<file path="config.mk">
export PLATFORM = sky130hd
export DESIGN_NAME = score_accum
export DESIGN_NICKNAME = d
export VERILOG_FILES = /design/src/rtl/score_pkg.sv /design/src/rtl/bcd_digit_add.sv /design/src/rtl/score_accum.sv
export SDC_FILE = /design/constraint.sdc
export NUM_CORES = 1
export LEC_CHECK = 0
export ABC_AREA = 1
export BUFFER_PORTS_ARGS = -buffer_cell sky130_fd_sc_hd__buf_2
export CORE_MARGIN = 1.5
export CORE_UTILIZATION = 28
export DETAILED_ROUTE_END_ITERATION = 16
export SETUP_SLACK_MARGIN = 0.1
export SLEW_MARGIN = 20
export SYNTH_ARGS = -nofsm -noshare
export SYNTH_HDL_FRONTEND = slang
export SYNTH_SLANG_ARGS = --single-unit
</file>
<file path="constraint.sdc">
create_clock -name Clk -period 11.1 [get_ports Clk]
set_clock_uncertainty 0.05 [all_clocks]
set_input_delay 0.555 -clock Clk [delete_from_list [all_inputs] [get_ports Clk]]
set_output_delay 0.555 -clock Clk [all_outputs]
set_load 0.05 [all_outputs]
</file>
<file path="src/rtl/score_pkg.sv">
// Shared types and helpers for the score accumulator: FSM state encoding,
// multiplier ceiling, BCD digit type and the 6-bit binary to 2-digit BCD converter.
package score_pkg;

    typedef enum logic [1:0] {
        ST_IDLE,
        ST_CONV,
        ST_ADD,
        ST_COMMIT
    } state_t;

    localparam int unsigned MULT_MAX = 4;

    typedef logic [3:0] bcd_digit_t;

    // Compare-subtract against 10..60; input never exceeds 60.
    function automatic logic [7:0] bin6_to_bcd2(input logic [5:0] bin);
        bcd_digit_t tens;
        bcd_digit_t ones;
        tens = '0;
        for (int unsigned k = 1; k <= 6; k++) begin
            if (bin >= 6'(10 * k)) begin
                tens = 4'(k);
            end
        end
        ones = 4'(bin - 6'(tens) * 6'd10);
        return {tens, ones};
    endfunction

endpackage

</file>
<file path="src/rtl/bcd_digit_add.sv">
// One decimal digit adder with carry: sum = a + b + cin, decimal-adjusted.
module bcd_digit_add (
    input  logic [3:0] i_a,
    input  logic [3:0] i_b,
    input  logic       i_cin,
    output logic [3:0] o_sum,
    output logic       o_cout
);

    logic [4:0] w_raw;

    assign w_raw = {1'b0, i_a} + {1'b0, i_b} + {4'b0000, i_cin};

    // Results above 9 wrap by adding 6 and raise the decimal carry.
    always_comb begin
        o_sum  = w_raw[3:0];
        o_cout = 1'b0;
        if (w_raw > 5'd9) begin
            o_sum  = 4'(w_raw + 5'd6);
            o_cout = 1'b1;
        end
    end

endmodule

</file>
<file path="src/rtl/score_accum.sv">
// Combo-multiplied, digit-serial packed-BCD score accumulator.
// Build option: define SCORE_MAX_COMBO_EN to track the best combo of the game
// on max_combo; otherwise max_combo reads 0.
module score_accum
    import score_pkg::*;
#(
    parameter int unsigned DIGITS    = 6,
    parameter int unsigned COMBO_W   = 8,
    parameter int unsigned TIER_STEP = 10
) (
    input  logic                  Clk,
    input  logic                  Reset_n,
    input  logic                  clear,
    input  logic                  score_valid,
    input  logic [3:0]            score_in,
    input  logic                  miss,
    output logic [4*DIGITS-1:0]   score_bcd,
    output logic [COMBO_W-1:0]    combo,
    output logic [2:0]            mult,
    output logic                  busy,
    output logic                  drop_err,
    output logic [COMBO_W-1:0]    max_combo
);

    localparam int unsigned IDX_W = (DIGITS > 1) ? $clog2(DIGITS) : 1;

    state_t               r_state;
    state_t               w_state_nxt;
    logic [4*DIGITS-1:0]  r_score;
    logic [4*DIGITS-1:0]  r_work;
    logic [7:0]           r_addsh;
    logic                 r_carry;
    logic [IDX_W-1:0]     r_idx;
    logic [5:0]           r_addend;
    logic [5:0]           r_pend;
    logic                 r_pend_v;
    logic                 r_drop;
    logic [COMBO_W-1:0]   r_combo;
    logic [COMBO_W-1:0]   w_combo_nxt;
    logic [COMBO_W-1:0]   w_tier;
    logic [2:0]           w_mult;
    logic [5:0]           w_addend;
    logic                 w_accept;
    logic                 w_busy;
    bcd_digit_t           w_sum;
    logic                 w_cout;

    assign w_accept = score_valid && !clear;
    assign w_busy   = (r_state != ST_IDLE);
    assign w_tier   = r_combo / COMBO_W'(TIER_STEP);
    assign w_addend = 6'(score_in) * 6'(w_mult);

    // Multiplier tier from the current combo, capped at MULT_MAX.
    always_comb begin
        w_mult = 3'(MULT_MAX);
        if (w_tier < COMBO_W'(MULT_MAX - 1)) begin
            w_mult = 3'(w_tier) + 3'd1;
        end
    end

    // Next combo: hits with points extend it (saturating), zero-point hits and misses break it.
    always_comb begin
        w_combo_nxt = r_combo;
        if (score_valid) begin
            if (score_in != 4'd0) begin
                w_combo_nxt = (r_combo == '1) ? r_combo : r_combo + COMBO_W'(1);
            end else begin
                w_combo_nxt = '0;
            end
        end
        if (miss) begin
            w_combo_nxt = '0;
        end
    end

    // The serial adder consumes the rotating working copy's low digit each ADD cycle.
    bcd_digit_add u_digit_add (
        .i_a    (r_work[3:0]),
        .i_b    (r_addsh[3:0]),
        .i_cin  (r_carry),
        .o_sum  (w_sum),
        .o_cout (w_cout)
    );

    // FSM state register.
    always_ff @(posedge Clk or negedge Reset_n) begin
        if (!Reset_n) begin
            r_state <= ST_IDLE;
        end else begin
            r_state <= w_state_nxt;
        end
    end

    // FSM next-state: convert, add one digit per cycle, then commit.
    always_comb begin
        w_state_nxt = r_state;
        case (r_state)
            ST_IDLE:   if (w_accept || r_pend_v) w_state_nxt = ST_CONV;
            ST_CONV:   w_state_nxt = ST_ADD;
            ST_ADD:    if (r_idx == IDX_W'(DIGITS - 1)) w_state_nxt = ST_COMMIT;
            ST_COMMIT: w_state_nxt = r_pend_v ? ST_CONV : ST_IDLE;
            default:   w_state_nxt = ST_IDLE;
        endcase
        if (clear) begin
            w_state_nxt = ST_IDLE;
        end
    end

    // Datapath: combo, addend/pending slot, serial BCD add and atomic score commit.
    always_ff @(posedge Clk or negedge Reset_n) begin
        if (!Reset_n) begin
            r_score  <= '0;
            r_work   <= '0;
            r_addsh  <= '0;
            r_carry  <= 1'b0;
            r_idx    <= '0;
            r_addend <= '0;
            r_pend   <= '0;
            r_pend_v <= 1'b0;
            r_drop   <= 1'b0;
            r_combo  <= '0;
        end else if (clear) begin
            r_score  <= '0;
            r_work   <= '0;
            r_addsh  <= '0;
            r_carry  <= 1'b0;
            r_idx    <= '0;
            r_addend <= '0;
            r_pend   <= '0;
            r_pend_v <= 1'b0;
            r_drop   <= 1'b0;
            r_combo  <= '0;
        end else begin
            r_combo <= w_combo_nxt;

            // A slot left filled during COMMIT is drained here while the new hit refills it.
            if (!w_busy) begin
                if (r_pend_v) begin
                    r_addend <= r_pend;
                    r_pend_v <= w_accept;
                    if (w_accept) begin
                        r_pend <= w_addend;
                    end
                end else if (w_accept) begin
                    r_addend <= w_addend;
                end
            end else begin
                if ((r_state == ST_COMMIT) && r_pend_v) begin
                    r_addend <= r_pend;
                    r_pend_v <= 1'b0;
                end
                if (w_accept) begin
                    if (r_pend_v) begin
                        r_drop <= 1'b1;
                    end else begin
                        r_pend   <= w_addend;
                        r_pend_v <= 1'b1;
                    end
                end
            end

            // Working copy rotates right one digit per ADD so the sum lands back in order.
            case (r_state)
                ST_CONV: begin
                    r_work  <= r_score;
                    r_addsh <= bin6_to_bcd2(r_addend);
                    r_carry <= 1'b0;
                    r_idx   <= '0;
                end
                ST_ADD: begin
                    r_work  <= {w_sum, r_work[4*DIGITS-1:4]};
                    r_addsh <= r_addsh >> 4;
                    r_carry <= w_cout;
                    r_idx   <= r_idx + IDX_W'(1);
                end
                ST_COMMIT: begin
                    r_score <= r_carry ? {DIGITS{4'h9}} : r_work;
                end
                default: begin
                end
            endcase
        end
    end

`ifdef SCORE_MAX_COMBO_EN
    logic [COMBO_W-1:0] r_max_combo;

    // Best combo of the current game.
    always_ff @(posedge Clk or negedge Reset_n) begin
        if (!Reset_n) begin
            r_max_combo <= '0;
        end else if (clear) begin
            r_max_combo <= '0;
        end else if (w_combo_nxt > r_max_combo) begin
            r_max_combo <= w_combo_nxt;
        end
    end

    assign max_combo = r_max_combo;
`else
    assign max_combo = '0;
`endif

    assign score_bcd = r_score;
    assign combo     = r_combo;
    assign mult      = w_mult;
    assign busy      = w_busy;
    assign drop_err  = r_drop;

endmodule
</file>
# Word-level counts from Yosys, hierarchy flattened
# Cells that the tools add are included.
# op_classes
add_sub_neg	7
mul	2
n_div	1
n_lt_le_gt_ge	8
n_eq_ne	10
n_mux	52
n_reduce_logical	20
# op_table
operator	count
$mux W24	4
$mux W6	10
$mux W8	6
$pmux W24 S2	1
$mux W4	8
$ge A6 B6 Y1 const B	3
$pmux W8 S2	1
$mux W1	14
$ge A6 B5 Y1 const B	2
$reduce_bool A2 Y1	5
$ne A3 B3 Y1 const B	3
$reduce_bool A3 Y1	3
$add A8 B1 Y8 const B	1
$div A8 B4 Y8 const B	1
$eq A8 B8 Y1 const B	1
$lt A8 B2 Y1 const B	1
$pmux W2 S4	1
$reduce_bool A4 Y1	2
$add A3 B1 Y3 const B	2
$ge A6 B4 Y1 const B	1
$mul A4 B3 Y6	1
$mux W2	3
$mux W3	2
$pmux W3 S2	1
18 further kinds	23
# totals
regBits	84
in_bits	9
output_inout_bits	45
elab_cells	111

# Logic depth before layout (Yosys ltp)
# Gate-level depths: netlist of the first run.
# depth
ltp_word	13
ltp_mapped	34

# Modules after synthesis
# A second synthesis of the first run with hierarchy kept.
# hier_totals
cells_unflattened	580
hier_area_um2	4829.6
# by_module_without_submodules
module	instances	cells_each	area_per_inst_um2
score_accum	1	535	4530.6
bcd_digit_add	1	45	299.0

# Worst setup path after synthesis of the first run
# Ideal clock, no wire load.
# synth_path
kind	register -> register
start	register r_combo[7], in the netlist combo[7]
end	register r_addend[4]
arrival_time_ns	4.892
path_slack_ns	6.029
stages_incl_launch_ff	31
n_path_buf	0
path_cell_list	dfrtp_1 > nand2_2 > nand2_1 > inv_2 > nand2_1 > nand2_2 > nand2_4 > nand3_2 > nand2_2 > nand2_2 > a21oi_2 > nand2_1 > nand2_2 > nand2_1 > nand2_2 > nand2_1 > ha_1 > nor3_2 > nand2_1 > inv_1 > nand2_1 > inv_1 > nand2_1 > fa_1 > inv_1 > ha_1 > fa_1 > xnor2_1 > nand2_1 > o21ai_0 > o22ai_1
# synth_between
elab_chain_cells	8
# synth_lines
item	line_no	source
start, declared	score_accum.sv:38	logic [COMBO_W-1:0] r_combo;
start signal, assigned	score_accum.sv:134	r_combo <= w_combo_nxt;
$div A8 B4 Y8 (*)	score_accum.sv:50	assign w_tier = r_combo / COMBO_W'(TIER_STEP);
$lt A8 B2 Y1 / $add A3 B1 Y3 (equally long branches)	score_accum.sv:56, score_accum.sv:57	
$mux W3 (*)	score_accum.sv:56	if (w_tier < COMBO_W'(MULT_MAX - 1)) begin
named net mult[2]	score_accum.sv:19	output logic [2:0] mult,
$mul A4 B3 Y6 (*)	score_accum.sv:51	assign w_addend = 6'(score_in) * 6'(w_mult);
$mux W6 (*)	score_accum.sv:144	end else if (w_accept) begin
$mux W6 (*)	score_accum.sv:138	if (r_pend_v) begin
$mux W6 (*)	score_accum.sv:137	if (!w_busy) begin
$mux W6 (*)	score_accum.sv:122	end else if (clear) begin
end signal, assigned	score_accum.sv:139	r_addend <= r_pend;
end signal, assigned	score_accum.sv:145	r_addend <= w_addend;
end signal, assigned	score_accum.sv:149	r_addend <= r_pend;
end, declared	score_accum.sv:34	logic [5:0] r_addend;
# Mark *: on every way through the listed nets, which the timed path passes. The rest lies on a longest branch. The select of a mux whose other input is x is not followed.
# A chain may end at the register's enable or synchronous reset.

# Final worst setup path of the first run
# layout_path
start	register r_combo[7], in the netlist combo[7]
end	register r_addend[4]
# layout_between
elab_chain_cells	8
# layout_lines
item	line_no
$div A8 B4 Y8 (*)	score_accum.sv:50
$lt A8 B2 Y1 / $add A3 B1 Y3 (equally long branches)	score_accum.sv:56, score_accum.sv:57
$mux W3 (*)	score_accum.sv:56
$mul A4 B3 Y6 (*)	score_accum.sv:51
$mux W6 (*)	score_accum.sv:144
$mux W6 (*)	score_accum.sv:138
$mux W6 (*)	score_accum.sv:137
$mux W6 (*)	score_accum.sv:122
# Every way passes the cells marked *; elsewhere a longest branch is shown, timed or not. The select of a mux whose other input is x is not followed.

==> results of run 1 <==
layout by cell type (no fill, tap or decap), types with 8 or more instances in the layout:
master and instances:
clkbuf_16 9, conb_1 8, dfrtp_1 83, o21ai_0 78, nor2_1 25, nand3_1 20, o22ai_1 36, nand2_1 108
ha_1 22, inv_1 105, a21oi_1 14, buf_2 44
cells by family (layout without fill, tap and decap cells):
family,count (synthesis),after routing,share of synthesized area [%]
compound gates,152,152,18.5
xor+xnor,7,7,1.30
fa+ha+maj,28,28,8.39
buf+inv,136,172,11.6
flops,83,83,44.1
other cells,1,8,0.0796
simple gates,177,177,16.1
power by group through the flow:
stage	registers [mW]	logic [mW]	clock network, mW
finish	0.357	0.278	0.306
global route	0.362	0.323	0.325
CTS	0.357	0.282	0.313
detailed placement	0.363	0.280	0
global placement	0.362	0.278	0
floorplan	0.369	0.207	0
sequential cells by signal, summed over array words and instances, names as in the netlist:
signal and count:
r_pend_v 1, r_addend 6, r_state 2, r_pend 6, drop_err 1, r_carry 1
score_bcd 24, r_work 24, r_idx 3, r_addsh 7, combo 8
metal layers:
metal	track usage, %	vias to the layer above	routed length [um]
met4	3.36	0	127
li1	-	1983	-
met2	20.5	66	4750
met5	0	-	0
met1	16.6	1881	5060
met3	3.41	10	432
final cells by class:
cell class	instances	share of cell area [%]
repair buffers	47	4.48
clock buffers	10	4.22
multi-input cells	372	39.0
well taps	220	5.08
flip-flops and latches	83	38.3
inverters	109	7.55
clock inverters	6	1.32
worst max-delay path, delay by kind of cell (launching register included):
family / cells / cell delay, ns
buffers and inverters: 3 / 0.27
DFF: 1 / 0.46
and+or+nand+nor: 20 / 1.71
xor gates and xnor gates: 1 / 0.19
adders and majority gates: 4 / 1.28
AOI/OAI and AO/OA: 3 / 0.33
worst max-delay path by stage:
stage | from | to | slack (ns) | cells after the start
4_1_cts | combo[7] | r_addend[4] | 6.66 | 31
5_1_grt | combo[7] | r_addend[4] | 6.19 | 31
3_5_place_dp | combo[6] | r_addend[4] | 6.68 | 31
3_3_place_gp | combo[7] | r_addend[4] | 6.81 | 31
6_report | combo[7] | r_addend[4] | 6.67 | 31
2_1_floorplan | combo[7] | r_addend[4] | 6.03 | 30
metrics by stage:
stage	worst slack, ns	util (%)	instance area [um2]	total power, mW
floorplan	6.03	-	4740	0.576
global placement	6.81	31.0	5120	0.640
detailed placement	6.68	31.0	5120	0.642
CTS	6.66	32.8	5420	0.952
global route	6.19	32.8	5420	1.01
finish	6.67	32.8	5420	0.941
==> results.md, run 1 <==
- Gp weighted congestion: 0.828
- Die Y: 133 um
- Synth async-reset ratio: 100%
- CP most frequent cell: nand2_1
- Starting density of the core: 28.5%
- Num CTS Buffers: 9
- Largest net degree at the start of global routing: 47
- Most instantiated cells after synthesis: nand2_1, inv_1, dfrtp_1
- DRC violations left: 0
- Layout area overhead: 15.1%
- VDD IR max: 96.9 uV
- Max Transition Viols Final: 0
- Min Hold Slack: 0.105 ns
- Combinational power share: 29.6%
- Syn Inst Count: 584
- Clock Pin Slew Worst Setup and Hold Paths: 0.07 ns
- Post-synth top area share: 44.1%
- Antenna violations before repair: 0
- First-pass DRT Iterations: 5
- DP Wirelength: 7460 um
- Final worst path period share: 40.0%
- Max_cap viols: 0
- Filler Cell Count: 1,784
- Final min period: 4.43 ns
- Routed vias/inst: 4.65
- DIE AREA: 0.0176 mm2
- R2r setup slk: 6.67 ns
- Unrepaired setup endpoints after global routing: no
- Cell Count, Final, Fillers Out: 847
- First-pass GRT wire length: 18,200 um
- CTS max path bufs: 2
- Final ANT Viol Nets: 0
- Synth Warn #: 0
- Fraction of layout cells with a size suffix above 1: 12.3%
- Worst rel slew slack: 33.8%
- Hold Buf Count CTS: 0
- Number of global-route vias before repair: 3,812
- Top post-synthesis cells by area: dfrtp_1, nand2_1, inv_1
- Chip Width: 133 um
- # clock sinks: 83
- Most common cell in the synthesized netlist: nand2_1
- DRT Wirelength: 10,400 um
- Crit end category: register
- Mapped Area: 0.00471 mm2
- Via Count: 3,940
- NetSw: 0.345 mW
- Post-synth EDFFs: 0
- Num ports: 54
- Worst R2R Start: combo[7]
- PortBufs: 45
- Setup tns final: 0 ns
- Setup Buffers After CTS: 0
- Slowest stage delay, CP: 0.50 ns
- # diodes: 0
- Final Hold Fails: 0
- CTS Root Buffer Type: clkbuf_16
- Internal power: 0.596 mW
- Area of the multi-input gates: 0.00212 mm2
- Inst Count DP: 831
- CTS tree: done
- Fmax achieved: 0.225 GHz
- Hold WC Path Type: input pin to async pin
- Reg2reg end: r_addend[4]
- Pwr Density: 174 mW/mm2
- Reg area: 0.00208 mm2
- WS Path Type: register to register
- Top FF cell, synth: dfrtp_1
- Flop pwr share: 37.9%
- Startpoint Class: register
- WP data arrival: 4.61 ns
- Synth unique cells: 38
- Tot GR Track Use: 12.6%
- Worst Reg2Reg Path Length in Cells: 31
- Routed len/inst: 12.2 um
- Clock power share: 32.5%
- CP required: 11.27 ns
- Tightest Pin Transition: 0.986 ns
- # H-tree levels: 3
- Leakage: 2.59 nW
- Core area: 0.0165 mm2
- Max FO, Critical Path: 8
- Site row count: 47
- Gr ovfl total: 0
- Sw frac: 36.7%
- #FFs+latches synth: 83
- Slowest CP cell: fa_1
- Final Setup Violations: 0
- Status: completed
- Post-synthesis cell type with the largest combined area: dfrtp_1
- Post_cts resized: 0
- Post-synthesis sequential area ratio: 44.1%
- Nets: 659
- DR iter-0 viols: 195
- Synth Area per Inst: 8.07 um2
- Clock Latency Late Sink: 0.34 ns
No activity file was read; power rests on OpenSTA's default activity.
==> inputs of run 2 (changes only) <==
--- a/config.mk
+++ b/config.mk
@@ -5,7 +5,7 @@
 export SDC_FILE = /design/constraint.sdc
 export NUM_CORES = 1
 export LEC_CHECK = 0
-export ABC_AREA = 1
+export ABC_AREA = 0
 export BUFFER_PORTS_ARGS = -buffer_cell sky130_fd_sc_hd__buf_2
 export CORE_MARGIN = 1.5
 export CORE_UTILIZATION = 28
==> constraint.sdc (replaced) <==
create_clock -name Clk -period 4 [get_ports Clk]
set_clock_uncertainty 0.05 [all_clocks]
set_input_delay 0.2 -clock Clk [delete_from_list [all_inputs] [get_ports Clk]]
set_output_delay 0.2 -clock Clk [all_outputs]
set_load 0.05 [all_outputs]
==> results.md, run 2 <==
- Leakage: 2.84 nW (+9.7%)
- Most frequent cells in the layout: nor2_1, dfrtp_1, a21oi_1
- # clock sinks: 83 (unchanged)
- CP required: 4.20 ns (-7.07 ns)
- Hold WC Path Type: input pin to register
- Post-synthesis cell type with the largest combined area: dfrtp_1
- Chip Width: 138 um (+4.0%)
- Min Hold Slack: 0.137 ns (+0.0317 ns)
- Gr ovfl total: 0 (unchanged)
- Largest net degree at the start of global routing: 65 (+38%)
- Routed vias/inst: 4.76 (+2.2%)
- Core area: 0.0179 mm2 (+8.3%)
- Crit end category: register
- Tightest Pin Transition: 0.830 ns (-0.156 ns)
- Worst path cell trace: and2b_4 -> a221oi_2 -> o21ai_2 -> buf_4 -> o21ai_0 -> o21ai_2 -> mux2_4 -> o211ai_1 -> ha_2 -> nor3_2 -> and3_4 -> a32oi_4 -> inv_4 -> nand2_2 -> fa_1 -> inv_2 -> ha_4 -> a21o_1 -> a21oi_2 -> xnor2_2 -> xnor2_1 -> mux2i_1 -> o31ai_1
- WP buf/inv: 3 (unchanged)
- Slowest stage delay, CP: 0.45 ns (-0.05 ns)
- Gp weighted congestion: 0.829 (+0.17%)
- Syn Inst Count: 579 (-0.86%)
- First-pass GRT wire length: 19,700 um (+8.1%)
- Post-synth EDFFs: 0 (unchanged)
- Unrepaired setup endpoints after global routing: yes
- DP Wirelength: 7500 um (+0.56%)
- Flop pwr share: 36.4% (-1.5 points)
- Fmax achieved: 0.235 GHz (+4.2%)
- Final Util: 34.7% (+1.9 points)
- Final Hold Fails: 0 (unchanged)
- Combinational power share: 35.7% (+6.1 points)
- Clock Latency Late Sink: 0.34 ns (about the same)
- VDD IR max: 247 uV (+160%)
- Slowest CP cell: dfrtp_2
- # H-tree levels: 3 (unchanged)
- Max FO, Critical Path: 6 (-2)
- Final worst path period share: 106% (+66 points)
- Layout area overhead: 21.7%
- Nets: 681 (+3.3%)
- Most instantiated cells after synthesis: nor2_1, dfrtp_1, a21oi_1
- Antenna violations before repair: 0 (unchanged)
- Startpoint Class: register
- Failing checks: negative setup slack
- NetSw: 1.11 mW (+220%)
- Synth Warn #: 0 (unchanged)
- # diodes: 0 (unchanged)
- Die Y: 138 um (+4.0%)
- Num ports: 54 (unchanged)
- CP most frequent cell: o21ai_2
- WS Path Type: register to register
- Tot GR Track Use: 12.5% (-0.076 points)
- Num CTS Buffers: 9 (unchanged)
- Synth unique cells: 57 (+50%)
- DRC violations left: 0 (unchanged)
- Routed len/inst: 13.1 um (+6.7%)
- Status: finished, violations left
- CTS max path bufs: 2 (unchanged)
- Internal power: 1.71 mW (+190%)
- Cell Count, Final, Fillers Out: 878 (+3.7%)
- PortBufs: 45 (unchanged)
- Synth Area per Inst: 8.81 um2 (+9.3%)
- Worst path depth: 23 (-26%)
- CTS tree: done
- Worst Reg2Reg Path Length in Cells: 23 (-26%)
- Reg2reg end: r_addend[5]
- DIE AREA: 0.0190 mm2 (+8.1%)
- Top post-synthesis cells by area: dfrtp_1, nor2_1, mux2i_1
- Worst path top cell family by delay: compound AO/OA/AOI/OAI gates
- Worst R2R Start: combo[7]
- Fraction of layout cells with a size suffix above 1: 22.3% (+10 points)
- WP data arrival: 4.46 ns (-0.15 ns)
- Final ANT Viol Nets: 0 (unchanged)
- Clock Pin Slew Worst Setup and Hold Paths: 0.06 ns (about the same)
- #FFs+latches synth: 83 (unchanged)
- Mapped Area: 0.00510 mm2 (+8.3%)
- Top FF cell, synth: dfrtp_1
- Worst rel slew slack: 44.7% (+11 points)
- First-pass DRT Iterations: 4 (-1)
- Starting density of the core: 28.5% (about the same)
- Sw frac: 39.3% (+2.6 points)
- Number of global-route vias before repair: 3,947 (+3.5%)
- DR iter-0 viols: 177 (-9.2%)
- Inst Count DP: 856 (+3.0%)
- DRT Wirelength: 11,500 um (+11%)
- Most common cell in the synthesized netlist: nor2_1
- Final Worst Setup Slack: -0.256 ns (-6.92 ns)
- Pwr Density: 454 mW/mm2 (+160%)
- Final Setup Violations: 4 (+4)
- Synth async-reset ratio: 100% (unchanged)
- Via Count: 4,176 (+6.0%)
- Critical Path Start: combo[7]
- Site row count: 49 (+4.3%)
- Max_cap viols: 0 (unchanged)
- Post-synthesis sequential area ratio: 40.7% (-3.4 points)
- Tot Pwr: 2.82 mW (+200%)
- Most common cell after layout, fill and taps aside: nor2_1
- CP endpoint: r_addend[5]
- Post-synth top area share: 40.7% (-3.4 points)
- Max Transition Viols Final: 0 (unchanged)
- Final min period: 4.26 ns (-0.179 ns)
- R2r setup slk: -0.26 ns (-6.92 ns)
- Clock power share: 27.9% (-4.6 points)
- CTS Root Buffer Type: clkbuf_16
-- run 2: kinds of logic (layout without fill, tap and decap cells) --
group	count (synthesis)	in the layout	synth area share [%]
other cells	1	8	0.0735
mux	37	37	7.28
flops	83	83	40.7
xor+xnor	8	8	1.52
compound gates	134	134	16.5
buf+inv	72	135	6.23
fa+ha+maj	29	29	7.94
simple gates	215	215	19.8
-- run 2: power by group through the flow --
stage | clock network (mW) | registers [mW] | logic [mW]
4_1_cts | 0.821 | 1.03 | 1.01
6_report | 0.788 | 1.03 | 1.01
5_1_grt | 0.862 | 1.04 | 1.12
2_1_floorplan | 0 | 1.10 | 0.732
3_3_place_gp | 0 | 1.04 | 0.999
3_5_place_dp | 0 | 1.04 | 1.00
-- run 2: timing repair --
action,4_1_cts,5_1_grt
endpoints found under the hold margin,52,0
cloned,0,0
setup endpoints to repair,6,7
pin swaps,17,11
buffers inserted,5,1
hold buffers,1,0
gates resized for setup,10,7
-- run 2: layer usage --
layer | track usage, % | share of wire [%] | routed length, um
met3 | 3.91 | 4.0 | 454
met2 | 19.8 | 45 | 5210
met5 | 0 | 0 | 0
met4 | 3.27 | 0.76 | 87
met1 | 16.7 | 50 | 5710
-- run 2: worst min-delay path by stage --
stage                     start            to  slack (ns)  cells after the start
detailed placement      Reset_n  score_bcd[2]        0.25                      1
global route        score_in[0]     r_pend[0]        0.15                      3
finish              score_in[0]     r_pend[0]        0.14                      3
global placement        Reset_n  score_bcd[2]        0.26                      1
CTS                 score_in[0]     r_pend[0]        0.12                      3
floorplan               Reset_n      combo[0]       -0.15                      0
-- run 2: worst reg2reg max path, stage by stage, from the launching register on --
cell,delay [ns]
dfrtp_2,0.45
and2b_4,0.20
a221oi_2,0.28
o21ai_2,0.11
buf_4,0.16
o21ai_0,0.09
o21ai_2,0.10
mux2_4,0.26
o211ai_1,0.09
ha_2,0.21
nor3_2,0.04
and3_4,0.17
a32oi_4,0.19
inv_4,0.06
nand2_2,0.06
fa_1,0.41
inv_2,0.09
ha_4,0.20
a21o_1,0.17
a21oi_2,0.17
xnor2_2,0.13
xnor2_1,0.15
mux2i_1,0.11
o31ai_1,0.21
-- run 2: final cells by class --
class	count	area, um2
inverters	24	92.6
repair buffers	95	606
well taps	229	287
fillers	1875	11700
clock inverters	6	47.5
clock buffers	10	229
multi-input cells	431	2870
flip-flops and latches	83	2080
-- run 2: metrics by stage --
| stage | setup TNS, ns | setup WS (ns) | instance area, um2 |
|---|---|---|---|
| after detailed placement | -0.964 | -0.307 | 5780 |
| final | -0.488 | -0.256 | 6210 |
| after global routing | -1.78 | -0.481 | 6210 |
| after global placement | -0.554 | -0.198 | 5780 |
| after CTS | -0.494 | -0.276 | 6150 |
| after floorplan | -1.86 | -0.470 | 5170 |
